$ cat src/rtl/alu_pkg.sv
// Shared definitions for the ALU, its round-robin arbiter and the arbiter top.
package alu_pkg;

    localparam logic [2:0] ALU_AND = 3'd0;
    localparam logic [2:0] ALU_OR  = 3'd1;
    localparam logic [2:0] ALU_ADD = 3'd2;
    localparam logic [2:0] ALU_SUB = 3'd6;
    localparam logic [2:0] ALU_SLT = 3'd7;

    typedef enum logic [1:0] {
        IDLE,
        EXEC,
        RESP
    } arb_state_t;

    // Codes 3, 4 and 5 are not part of the supported alucount set.
    function automatic logic op_legal(input logic [2:0] op);
        return !(op inside {3'd3, 3'd4, 3'd5});
    endfunction

endpackage

$ cat src/rtl/alu.sv
// Existing 32-bit ALU: AND/OR/ADD/SUB/signed SLT selected by alucount.
// Codes 4/5 use the inverted b operand; code 3 yields zero.
module alu
    import alu_pkg::*;
(
    input  logic [31:0] a,
    input  logic [31:0] b,
    input  logic [2:0]  alucount,
    output logic [31:0] result,
    output logic        zero
);

    // Select the operation result and derive the zero flag.
    always_comb begin
        result = '0;
        case (alucount)
            ALU_AND: result = a & b;
            ALU_OR:  result = a | b;
            ALU_ADD: result = a + b;
            3'd4:    result = a & ~b;
            3'd5:    result = a | ~b;
            ALU_SUB: result = a - b;
            ALU_SLT: result = {31'b0, $signed(a) < $signed(b)};
            default: result = '0;
        endcase
        zero = (result == '0);
    end

endmodule

$ cat src/rtl/rr_arb2.sv
// Two-way round-robin grant: with both requesters valid, the one that was
// not granted last wins.
module rr_arb2 (
    input  logic [1:0] valid,
    input  logic       last_grant,
    output logic       grant_any,
    output logic       grant_id
);

    // Pick the single valid requester, or alternate on contention.
    always_comb begin
        grant_any = |valid;
        grant_id  = 1'b0;
        if (valid == 2'b11) begin
            grant_id = ~last_grant;
        end else if (valid[1]) begin
            grant_id = 1'b1;
        end
    end

endmodule

$ cat src/rtl/alu_arbiter.sv
// Shares one ALU between two requesters: accept in IDLE, compute in EXEC,
// hold the response in RESP until the owner takes it.
module alu_arbiter
    import alu_pkg::*;
#(
    parameter int unsigned WIDTH    = 32,
    parameter int unsigned CHECK_OP = 1
) (
    input  logic             clk,
    input  logic             reset,
    input  logic             req0_valid,
    output logic             req0_ready,
    input  logic [WIDTH-1:0] req0_a,
    input  logic [WIDTH-1:0] req0_b,
    input  logic [2:0]       req0_op,
    input  logic             req1_valid,
    output logic             req1_ready,
    input  logic [WIDTH-1:0] req1_a,
    input  logic [WIDTH-1:0] req1_b,
    input  logic [2:0]       req1_op,
    output logic             rsp0_valid,
    input  logic             rsp0_ready,
    output logic [WIDTH-1:0] rsp0_result,
    output logic             rsp0_zero,
    output logic             rsp0_err,
    output logic             rsp1_valid,
    input  logic             rsp1_ready,
    output logic [WIDTH-1:0] rsp1_result,
    output logic             rsp1_zero,
    output logic             rsp1_err,
    output logic             busy
);

    arb_state_t       state_q, state_d;
    logic             last_grant_q, last_grant_d;
    logic             owner_q, owner_d;
    logic [WIDTH-1:0] a_q, a_d, b_q, b_d;
    logic [2:0]       op_q, op_d;
    logic [WIDTH-1:0] result_q, result_d;
    logic             zero_q, zero_d;
    logic             err_q, err_d;

    logic             grant_any, grant_id;
    logic [WIDTH-1:0] alu_result;
    logic             alu_zero;

    rr_arb2 u_rr_arb2 (
        .valid      ({req1_valid, req0_valid}),
        .last_grant (last_grant_q),
        .grant_any  (grant_any),
        .grant_id   (grant_id)
    );

    // ALU sees only the captured operands, never the live request inputs.
    alu u_alu (
        .a        (a_q),
        .b        (b_q),
        .alucount (op_q),
        .result   (alu_result),
        .zero     (alu_zero)
    );

    // State, grant history, captured operands and response registers.
    always_ff @(posedge clk or posedge reset) begin
        if (reset) begin
            state_q      <= IDLE;
            last_grant_q <= 1'b1;
            owner_q      <= 1'b0;
            a_q          <= '0;
            b_q          <= '0;
            op_q         <= '0;
            result_q     <= '0;
            zero_q       <= 1'b0;
            err_q        <= 1'b0;
        end else begin
            state_q      <= state_d;
            last_grant_q <= last_grant_d;
            owner_q      <= owner_d;
            a_q          <= a_d;
            b_q          <= b_d;
            op_q         <= op_d;
            result_q     <= result_d;
            zero_q       <= zero_d;
            err_q        <= err_d;
        end
    end

    // Next-state, capture and request-ready logic.
    always_comb begin
        state_d      = state_q;
        last_grant_d = last_grant_q;
        owner_d      = owner_q;
        a_d          = a_q;
        b_d          = b_q;
        op_d         = op_q;
        result_d     = result_q;
        zero_d       = zero_q;
        err_d        = err_q;
        req0_ready   = 1'b0;
        req1_ready   = 1'b0;
        case (state_q)
            IDLE: begin
                if (grant_any) begin
                    req0_ready = ~grant_id;
                    req1_ready = grant_id;
                    owner_d    = grant_id;
                    a_d        = grant_id ? req1_a  : req0_a;
                    b_d        = grant_id ? req1_b  : req0_b;
                    op_d       = grant_id ? req1_op : req0_op;
                    state_d    = EXEC;
                end
            end
            EXEC: begin
                err_d    = (CHECK_OP != 0) && !op_legal(op_q);
                result_d = err_d ? '0 : alu_result;
                zero_d   = err_d ? 1'b0 : alu_zero;
                state_d  = RESP;
            end
            RESP: begin
                if (owner_q ? rsp1_ready : rsp0_ready) begin
                    last_grant_d = owner_q;
                    state_d      = IDLE;
                end
            end
            default: state_d = IDLE;
        endcase
    end

    assign rsp0_valid  = (state_q == RESP) && !owner_q;
    assign rsp1_valid  = (state_q == RESP) &&  owner_q;
    assign rsp0_result = result_q;
    assign rsp1_result = result_q;
    assign rsp0_zero   = zero_q;
    assign rsp1_zero   = zero_q;
    assign rsp0_err    = err_q;
    assign rsp1_err    = err_q;
    assign busy        = (state_q != IDLE);

endmodule
$ cat config.mk
export PLATFORM = sky130hd
export DESIGN_NAME = alu_arbiter
export DESIGN_NICKNAME = d
export VERILOG_FILES = /design/src/rtl/alu_pkg.sv /design/src/rtl/alu.sv /design/src/rtl/rr_arb2.sv /design/src/rtl/alu_arbiter.sv
export SDC_FILE = /design/constraint.sdc
export NUM_CORES = 1
export LEC_CHECK = 0
export ABC_CLOCK_PERIOD_IN_PS = 7200
export BUFFER_PORTS_ARGS = -buffer_cell sky130_fd_sc_hd__buf_4
export CAP_MARGIN = 20
export CORE_ASPECT_RATIO = 1.5
export CORE_MARGIN = 2
export CORE_UTILIZATION = 60
export CTS_BUF_LIST = sky130_fd_sc_hd__clkbuf_4
export CTS_CLUSTER_DIAMETER = 60
export DETAILED_ROUTE_END_ITERATION = 10
export PLACE_DENSITY = 0.88
export REMOVE_ABC_BUFFERS = 1
export SLEW_MARGIN = 30
export SYNTH_ARGS = -nofsm -noshare
export SYNTH_HDL_FRONTEND = slang
export SYNTH_SLANG_ARGS = --single-unit
$ cat constraint.sdc
create_clock -name clk -period 7.2 [get_ports clk]
set_input_delay 1.44 -clock clk [delete_from_list [all_inputs] [get_ports clk]]
set_output_delay 1.44 -clock clk [all_outputs]
set_load 0.05 [all_outputs]
==> impl_metrics.csv, run 1 <==
group,metric,value,unit
timing,fin_crit,4.21,ns
hold_path,hold_end,"rsp0_result[31]",
grt,grt_pass1_vias,9095,
grt,grt-ovfl-total,0,
clocking,root_buffer,"clkbuf_4",
drt,drt-initial-drc-count,765,
floorplan,chipWidth,104,µm
run_status,status,"complete, but fails checks",
job,cap_viol_max_count,0,
synth,synth_area_leaders,"dfrtp_1 29%, ha_1 8.8%, a222oi_1 7.5%",
clocking,insertion_delay,0.52,ns
final_layout,drive_above_1_share,0.229,
grt,grtUsageMet2,0.697,
synth,synth_flop_cell,"dfrtp_1",
synth,synth_edf_count,0,
timing,worst_pin_slew,0.928,ns
clocking,cts_setup_buffers,0,
setup_path,worstPathRequired,5.76,ns
run_status,violations,"DRC",
setup_path,crit_arrival,2.77,ns
drt,drt-total-wl,29800,µm
synth,yosysSeqAreaShare,0.293,
grt,grt_util_met1,0.382,
timing,slew_viol_final,0,
setup_path,r2r-end,"rsp0_zero",
place,place.port_buffers,212,
clocking,holdBufCountCts,0,
final_layout,fin_area,10500,µm²
synth,async_reset_ff_frac,1.00,
drt,vias,9028,
timing,period_share,0.585,
grt,busiest_layer,"met2",
timing,hold_ws,0.533,ns
grt,grt_util_all_layers,0.369,
place,dp.cells,1376,
synth,synthCells,1061,
drt,drt.antenna.violating_nets,0,
clocking,htree_levels,3,
clocking,cts_tree,"done",
synth,synth_most_common_cell,"inv_1",
clocking,path_clk_slew,0.18,ns
synth,yosysWarnings,0,
floorplan,core-area,14600,µm²
timing,timing.setup.tns,0,ns
floorplan,io_pins,213,
setup_path,reg2regPathDepth,15,
setup_path,r2r_setup_slack,3.16,ns
timing,setup_viol,0,
floorplan,dieArea,16000,µm²
synth,netlist_area,8970,µm²
drt,routedWlPerCell,21.4,µm
clocking,numCtsBuffers,9,
hold_path,hold_start,"rsp0_result[31]",
floorplan,start_util,0.615,
grt,grt_use_met3,0.0572,
final_layout,final_nets,1396,
setup_path,critPathKind,"in -> out",
floorplan,die_h,154,µm
clocking,numClockSinks,105,
setup_path,cp-start-kind,"primary input",
timing,rsz0062_at_grt,"no",
timing,skew,0.0284,ns
timing,slew_headroom,0.382,
place,routabilityCongestion,1.03,
setup_path,cp_max_fo,68,
drt,remaining_drc_errors,1,
synth,syn_area_per_cell,8.46,µm²
place,placed_area,10400,µm²
synth,synth_top_area_frac,0.290,
synth,yosysTopAreaCell,"dfrtp_1",
hold_path,min-delay-path-class,"reg -> reg",
final_layout,synthToLayoutAreaGrowth,17.2,%
grt,grt_antenna_before_repair,1,
grt,grt_first_pass_wirelength,47100,µm
grt,grt_start_max_net_pins,70,
setup_path,end_kind,"output port",
drt,dr.pass1.iters,10,
hold_path,worstHoldPathCells,2,
synth,ys_ff_latch,105,
place,dp_hpwl,22500,µm
clocking,cts_max_path_buffers,2,
clocking,cts.repair.resized,0,
timing,hold_violations,0,
final_layout,final_cells,1393,
floorplan,fp-row-count,54,
synth,synthTopCellsByCount,"132 x inv_1, 104 x dfrtp_1, 79 x a21oi_1",
timing,fmax,237,MHz
synth,synth_cell_types,86,
setup_path,r2r_start,"a_q[0]",
drt,vias_per_cell,6.48,
logic make-up after synthesis:
kind of cell | count (synthesis) | share of synthesized area
compound gates | 362 | 0.297
flops | 105 | 0.293
xor+xnor | 58 | 0.0566
buf+inv | 240 | 0.119
fa+ha+maj | 91 | 0.121
simple gates | 200 | 0.107
mux | 5 | 0.00586
flip-flops by register name, summed over array words and instances (netlist names), 2 cells and up:
| register | cells |
|---|---|
| b_q | 32 |
| a_q | 32 |
| rsp0_result | 32 |
| state_q | 2 |
| op_q | 3 |
per-stage QoR:
step | worst slack (ns) | util
after floorplan | 1.66 | -
final | 2.99 | 0.721
after detailed placement | 2.98 | 0.710
after global routing | 2.89 | 0.721
after global placement | 3.00 | 0.710
after CTS | 2.99 | 0.720
final cells by class:
type,count,area [µm²]
well taps,196,245
diodes,1,2.50
flip-flops and latches,105,2630
repair buffers,224,1680
clock buffers,9,67.6
clock inverters,7,83.8
multi-input cells,716,5300
inverters,135,509
fillers,1182,4080
layer usage:
layer / vias to the layer above / share of wire
met5: - / 0
met4: 0 / 0.061
met3: 129 / 0.064
met2: 436 / 0.54
met1: 4353 / 0.34
li1: 4110 / -
worst max-delay path, stage by stage:
cell,delay [ns]
buf_4,0.13
inv_1,0.04
o21ai_0,0.13
nor2_4,0.10
buf_4,0.56
buf_4,0.33
cell usage in the layout, fill, tap and decap left out, types with 26 or more instances in the layout:
master,count
buf_4,224
inv_1,131
dfrtp_1,103
a21oi_1,79
a222oi_1,67
ha_1,63
nand2_1,61
o21ai_0,58
nor2_1,57
xor2_1,37
maj3_1,26
how the worst max path moves through the flow:
stage	start	end	slack [ns]	depth (start not counted)
6_report	req1_valid	req0_ready	2.99	6
5_1_grt	req1_valid	req0_ready	2.89	6
4_1_cts	req1_valid	req0_ready	2.99	6
3_5_place_dp	req1_valid	req0_ready	2.98	6
3_3_place_gp	req1_valid	req0_ready	3.00	6
2_1_floorplan	req1_valid	req0_ready	1.66	3
Power of run 1 is not shown: default switching activity piles up to over one toggle a cycle in this logic, so the estimate is an artifact.
==> inputs of run 2 (changes only) <==
ABC_AREA = 1   (was unset)
ABC_CLOCK_PERIOD_IN_PS = 4300   (was 7200)
CORE_UTILIZATION = 58   (was 60)
PLACE_DENSITY = 0.83   (was 0.88)
clock period = 4.3 ns   (was 7.2 ns; I/O delays follow)
==> run 2 against run 1 <==
  * The flow now finishes without violations
  * Area after synthesis increased by 19%
  * Routed wire length increased by 33%
  * Critical endpoint unchanged
  * Die area increased by 22%
  * Via count up 34%
  * Clock-buffer cell count increased by 1
  * Worst hold slack lost 0.089 ns
  * Critical path type is now reg -> out
  * Sequential cell count is the same
  * Largest cell class unchanged
  * Critical path depth unchanged
  * Clock skew shrank 0.015 ns
  * Synthesized cell count grew 66%
==> impl_metrics.csv, run 2 <==
group,metric,value,unit
run_status,status,"finished clean",
setup_path,critPathKind,"reg -> out",
drt,remaining_drc_errors,0,
floorplan,start_util,0.594,
clocking,cts_setup_buffers,0,
drt,dr.pass1.iters,6,
setup_path,end_kind,"output port",
setup_path,cp-start-kind,"register",
synth,yosysSeqAreaShare,0.247,
final_layout,final_cell_mix,"596 x nand2_1, 268 x inv_1, 223 x buf_4",
final_layout,fin_area,12200,µm²
synth,synth_top_area_frac,0.244,
synth,synth_edf_count,0,
floorplan,dieArea,19500,µm²
floorplan,die_h,170,µm
synth,yosysWarnings,0,
synth,synth_most_common_cell,"nand2_1",
grt,grt_util_all_layers,0.407,
synth,synth_area_leaders,"dfrtp_1 24%, nand2_1 21%, inv_1 9.5%",
final_layout,drive_above_1_share,0.139,
timing,fmax,316,MHz
floorplan,chipWidth,115,µm
grt,grt-ovfl-total,0,
timing,period_share,0.736,
clocking,root_buffer,"clkbuf_4",
synth,synthCells,1761,
floorplan,core-area,17900,µm²
final_layout,fillers,1704,
synth,synthTopCellsByCount,"596 x nand2_1, 270 x inv_1, 154 x nand3_1",
grt,grt_first_pass_wirelength,60600,µm
drt,drt-initial-drc-count,956,
clocking,numCtsBuffers,9,
job,cap_viol_max_count,0,
timing,skew,0.0130,ns
clocking,cts.repair.resized,0,
clocking,cts_tree,"done",
synth,syn_area_per_cell,6.05,µm²
clocking,insertion_delay,0.53,ns
timing,slew_headroom,0.404,
drt,vias,12080,
setup_path,crit_arrival,2.30,ns
drt,routedWlPerCell,18.7,µm
timing,worst_slack,1.14,ns
final_layout,layout.cells.most_common,"nand2_1",
place,routabilityCongestion,1.09,
clocking,numClockSinks,105,
timing,fin_crit,3.16,ns
final_layout,final_cells,2121,
grt,grt_antenna_before_repair,1,
timing,setup_viol,0,
synth,synth_flop_cell,"dfrtp_1",
timing,worst_pin_slew,0.891,ns
place,place_ws,1.35,ns
synth,yosysTopAreaCell,"dfrtp_1",
final_layout,final_nets,2104,
timing,rsz0062_at_grt,"no",
drt,vias_per_cell,5.70,
timing,hold_violations,0,
synth,synth_cell_types,37,
synth,netlist_area,10700,µm²
final_layout,synthToLayoutAreaGrowth,14.6,%
floorplan,fp-row-count,60,
timing,slew_viol_final,0,
place,place.port_buffers,212,
clocking,holdBufCountCts,0,
floorplan,io_pins,213,
place,dp.cells,2105,
place,placed_area,12100,µm²
synth,ys_ff_latch,105,
setup_path,cp_max_fo,68,
place,dp_hpwl,31200,µm
hold_path,min-delay-path-class,"in -> async",
clocking,htree_levels,3,
grt,grt_pass1_vias,11785,
grt,grt_start_max_net_pins,69,
drt,drt.antenna.violating_nets,0,
setup_path,worstPathRequired,3.44,ns
clocking,path_clk_slew,0.17,ns
clocking,cts_max_path_buffers,2,
drt,drt-total-wl,39700,µm
final_layout,utilization,0.681,
synth,async_reset_ff_frac,1.00,
## run 2: cells by family (layout without fill, tap and decap cells)
group / count (synthesis) / in the layout / synth area share
buffers and inverters: 377 / 519 / 0.149
other: 0 / 1 / 0
AOI/OAI and AO/OA: 258 / 258 / 0.155
xor gates and xnor gates: 11 / 11 / 0.00904
and+or+nand+nor: 945 / 945 / 0.362
adders and majority gates: 65 / 65 / 0.0777
DFF: 105 / 105 / 0.247
## run 2: routing by layer
layer | global-route usage | wire, µm
met1 | 0.390 | 13300
met2 | 0.754 | 20900
met3 | 0.0613 | 2100
met4 | 0.327 | 3440
met5 | 0 | 0
## run 2: area by class of cell
type	count	area (µm²)	share of cell area
diodes	1	2.50	0.000205
clock buffers	10	75.1	0.00615
clock inverters	5	57.6	0.00471
inverters	281	1060	0.0869
multi-input cells	1279	6440	0.527
flip-flops and latches	105	2630	0.215
well taps	217	272	0.0222
repair buffers	223	1670	0.137
## run 2: path summary, 6_finish.rpt
kind | startpoint | depth (start not counted) | end | slack (ns)
hold / removal | reset | 2 | a_q[22] | 0.44
min in group clk | last_grant_q | 2 | last_grant_q | 0.53
hold reg to reg | last_grant_q | 2 | last_grant_q | 0.53
max in group asynchronous | reset | 3 | b_q[7] | 2.85
setup / recovery | state_q[1] | 6 | req0_ready | 1.14
setup reg to reg | a_q[0] | 20 | rsp0_zero | 1.20
## run 2: worst max-delay path, cell delays in order (launching register included)
cell and delay (ns):
dfrtp_1 0.44, nor2_1 0.16, o21ai_0 0.17, inv_2 0.09, nand2_1 0.08, inv_4 0.51
buf_4 0.32
## run 2: through the flow
| step | TNS [ns] | hold WS, ns |
|---|---|---|
| 3_5_place_dp | 0 | 0.504 |
| 3_3_place_gp | 0 | 0.495 |
| 6_report | 0 | 0.444 |
| 4_1_cts | 0 | 0.450 |
| 5_1_grt | 0 | 0.502 |
| 2_1_floorplan | -0.122 | 0.466 |
Power of run 2 is left out for the same reason.
==> inputs of run 3 (changes only) <==
ABC_CLOCK_PERIOD_IN_PS = 3100   (was 4300)
clock period = 3.1 ns   (was 4.3 ns; I/O delays follow)
==> run 3 against run 2 <==
  * Die area stayed put
  * Clock-buffer cell count rose by 2
  * Routed wire length is 5.3% higher
  * Sequential cell count is the same
  * Largest cell class unchanged
  * Clock skew up 0.012 ns
  * Final cell count increased by 0.90%
  * Non-clock buffer count grew 18
  * First-iteration DRC count increased by 3.7%
  * Sequential share of layout area fell by 0.33 points
==> impl_metrics.csv, run 3 (synthesis results as in run 2) <==
group,metric,value,unit
final_layout,synthToLayoutAreaGrowth,16.4,%
setup_path,worstPathRequired,3.58,ns
place,place.port_buffers,212,
timing,worst_pin_slew,0.931,ns
timing,slew_headroom,0.379,
grt,grt_start_max_net_pins,68,
floorplan,io_pins,213,
setup_path,end_kind,"register",
place,dp.cells,2122,
clocking,htree_levels,3,
clocking,path_clk_slew,0.19,ns
grt,grt-ovfl-total,0,
drt,routedWlPerCell,19.5,µm
place,routabilityCongestion,1.11,
drt,dr.pass1.iters,6,
hold_path,min-delay-path-class,"in -> async",
floorplan,core-area,17900,µm²
clocking,cts_max_path_buffers,2,
clocking,root_buffer,"clkbuf_4",
clocking,insertion_delay,0.52,ns
floorplan,start_util,0.594,
floorplan,fp-row-count,60,
floorplan,die_h,170,µm
place,place_ws,0.0740,ns
final_layout,final_cells,2140,
final_layout,fin_area,12400,µm²
clocking,numCtsBuffers,9,
timing,period_share,0.954,
setup_path,cp-start-kind,"register",
setup_path,reg2regPathDepth,17,
final_layout,final_nets,2122,
drt,drt-initial-drc-count,991,
job,cap_viol_max_count,0,
timing,worst_slack,0.144,ns
timing,fmax,338,MHz
run_status,status,"finished clean",
timing,setup_viol,0,
clocking,numClockSinks,105,
floorplan,dieArea,19500,µm²
timing,timing.setup.tns,0,ns
drt,drt.antenna.violating_nets,0,
final_layout,layout.cells.most_common,"nand2_1",
final_layout,fillers,1668,
drt,drt-total-wl,41800,µm
drt,vias,12318,
timing,slew_viol_final,0,
drt,vias_per_cell,5.76,
timing,hold_violations,0,
timing,rsz0062_at_grt,"no",
grt,grt_antenna_before_repair,1,
clocking,cts_tree,"done",
final_layout,drive_above_1_share,0.151,
setup_path,crit_arrival,3.43,ns
grt,grt_pass1_vias,12421,
setup_path,critPathKind,"reg -> reg",
timing,fin_crit,2.96,ns
place,dp_hpwl,33000,µm
timing,skew,0.0254,ns
grt,grt_first_pass_wirelength,63500,µm
grt,grt_util_all_layers,0.430,
setup_path,cp_max_fo,6,
floorplan,chipWidth,115,µm
final_layout,final_cell_mix,"593 x nand2_1, 268 x inv_1, 239 x buf_4",
place,placed_area,12200,µm²
drt,remaining_drc_errors,0,
==> run 3: timing repair <==
item	CTS	global route
hold buffers	0	0
gates resized for setup	0	7
buffers inserted	0	1
setup endpoints to repair	0	2
==> run 3: per-layer routing <==
layer  track usage  routed length, µm  vias up
li1              -                  -     5905
met2         0.762              20900      564
met4         0.428               4830        0
met1         0.403              13600     5620
met5             0                  0        -
met3        0.0723               2450      229
==> run 3: path summary, 6_finish.rpt <==
kind	from	endpoint	slack [ns]
worst max-delay path	b_q[24]	rsp0_zero	0.14
worst min-delay path	reset	b_q[21]	0.12
worst max register to register	b_q[24]	rsp0_zero	0.14
worst min register to register	last_grant_q	last_grant_q	0.51
max in group asynchronous	reset	b_q[7]	2.30
min in group clk	req0_a[2]	a_q[2]	0.30
==> run 3: final cells by class <==
| class | instances | area, µm² | share of cell area |
|---|---|---|---|
| Sequential cell | 105 | 2630 | 0.212 |
| Multi-Input combinational cell | 1279 | 6460 | 0.521 |
| Clock inverter | 4 | 53.8 | 0.00434 |
| Clock buffer | 12 | 90.1 | 0.00727 |
| Inverter | 281 | 1060 | 0.0853 |
| Tap cell | 217 | 272 | 0.0219 |
| Antenna cell | 1 | 2.50 | 0.000202 |
| Timing Repair Buffer | 241 | 1830 | 0.148 |
==> run 3: worst max-delay path, stage by stage (launching register included) <==
cell,delay (ns)
dfrtp_1,0.41
inv_1,0.08
ha_1,0.42
inv_1,0.26
nand2_1,0.17
nor2_1,0.25
inv_1,0.09
nor3_1,0.17
nand2_1,0.10
nand3_1,0.07
nand2_1,0.05
nand3_1,0.09
nand3_1,0.23
nor2_1,0.17
nand2_1,0.07
nor2_1,0.13
nand3_1,0.09
nand2_1,0.06
==> run 3: through the flow <==
stage | hold slack [ns] | util
floorplan | 0.466 | -
detailed placement | 0.494 | 0.681
global placement | 0.483 | 0.681
finish | 0.121 | 0.691
CTS | 0.126 | 0.689
global route | 0.151 | 0.691
Power of run 3 is left out for the same reason.
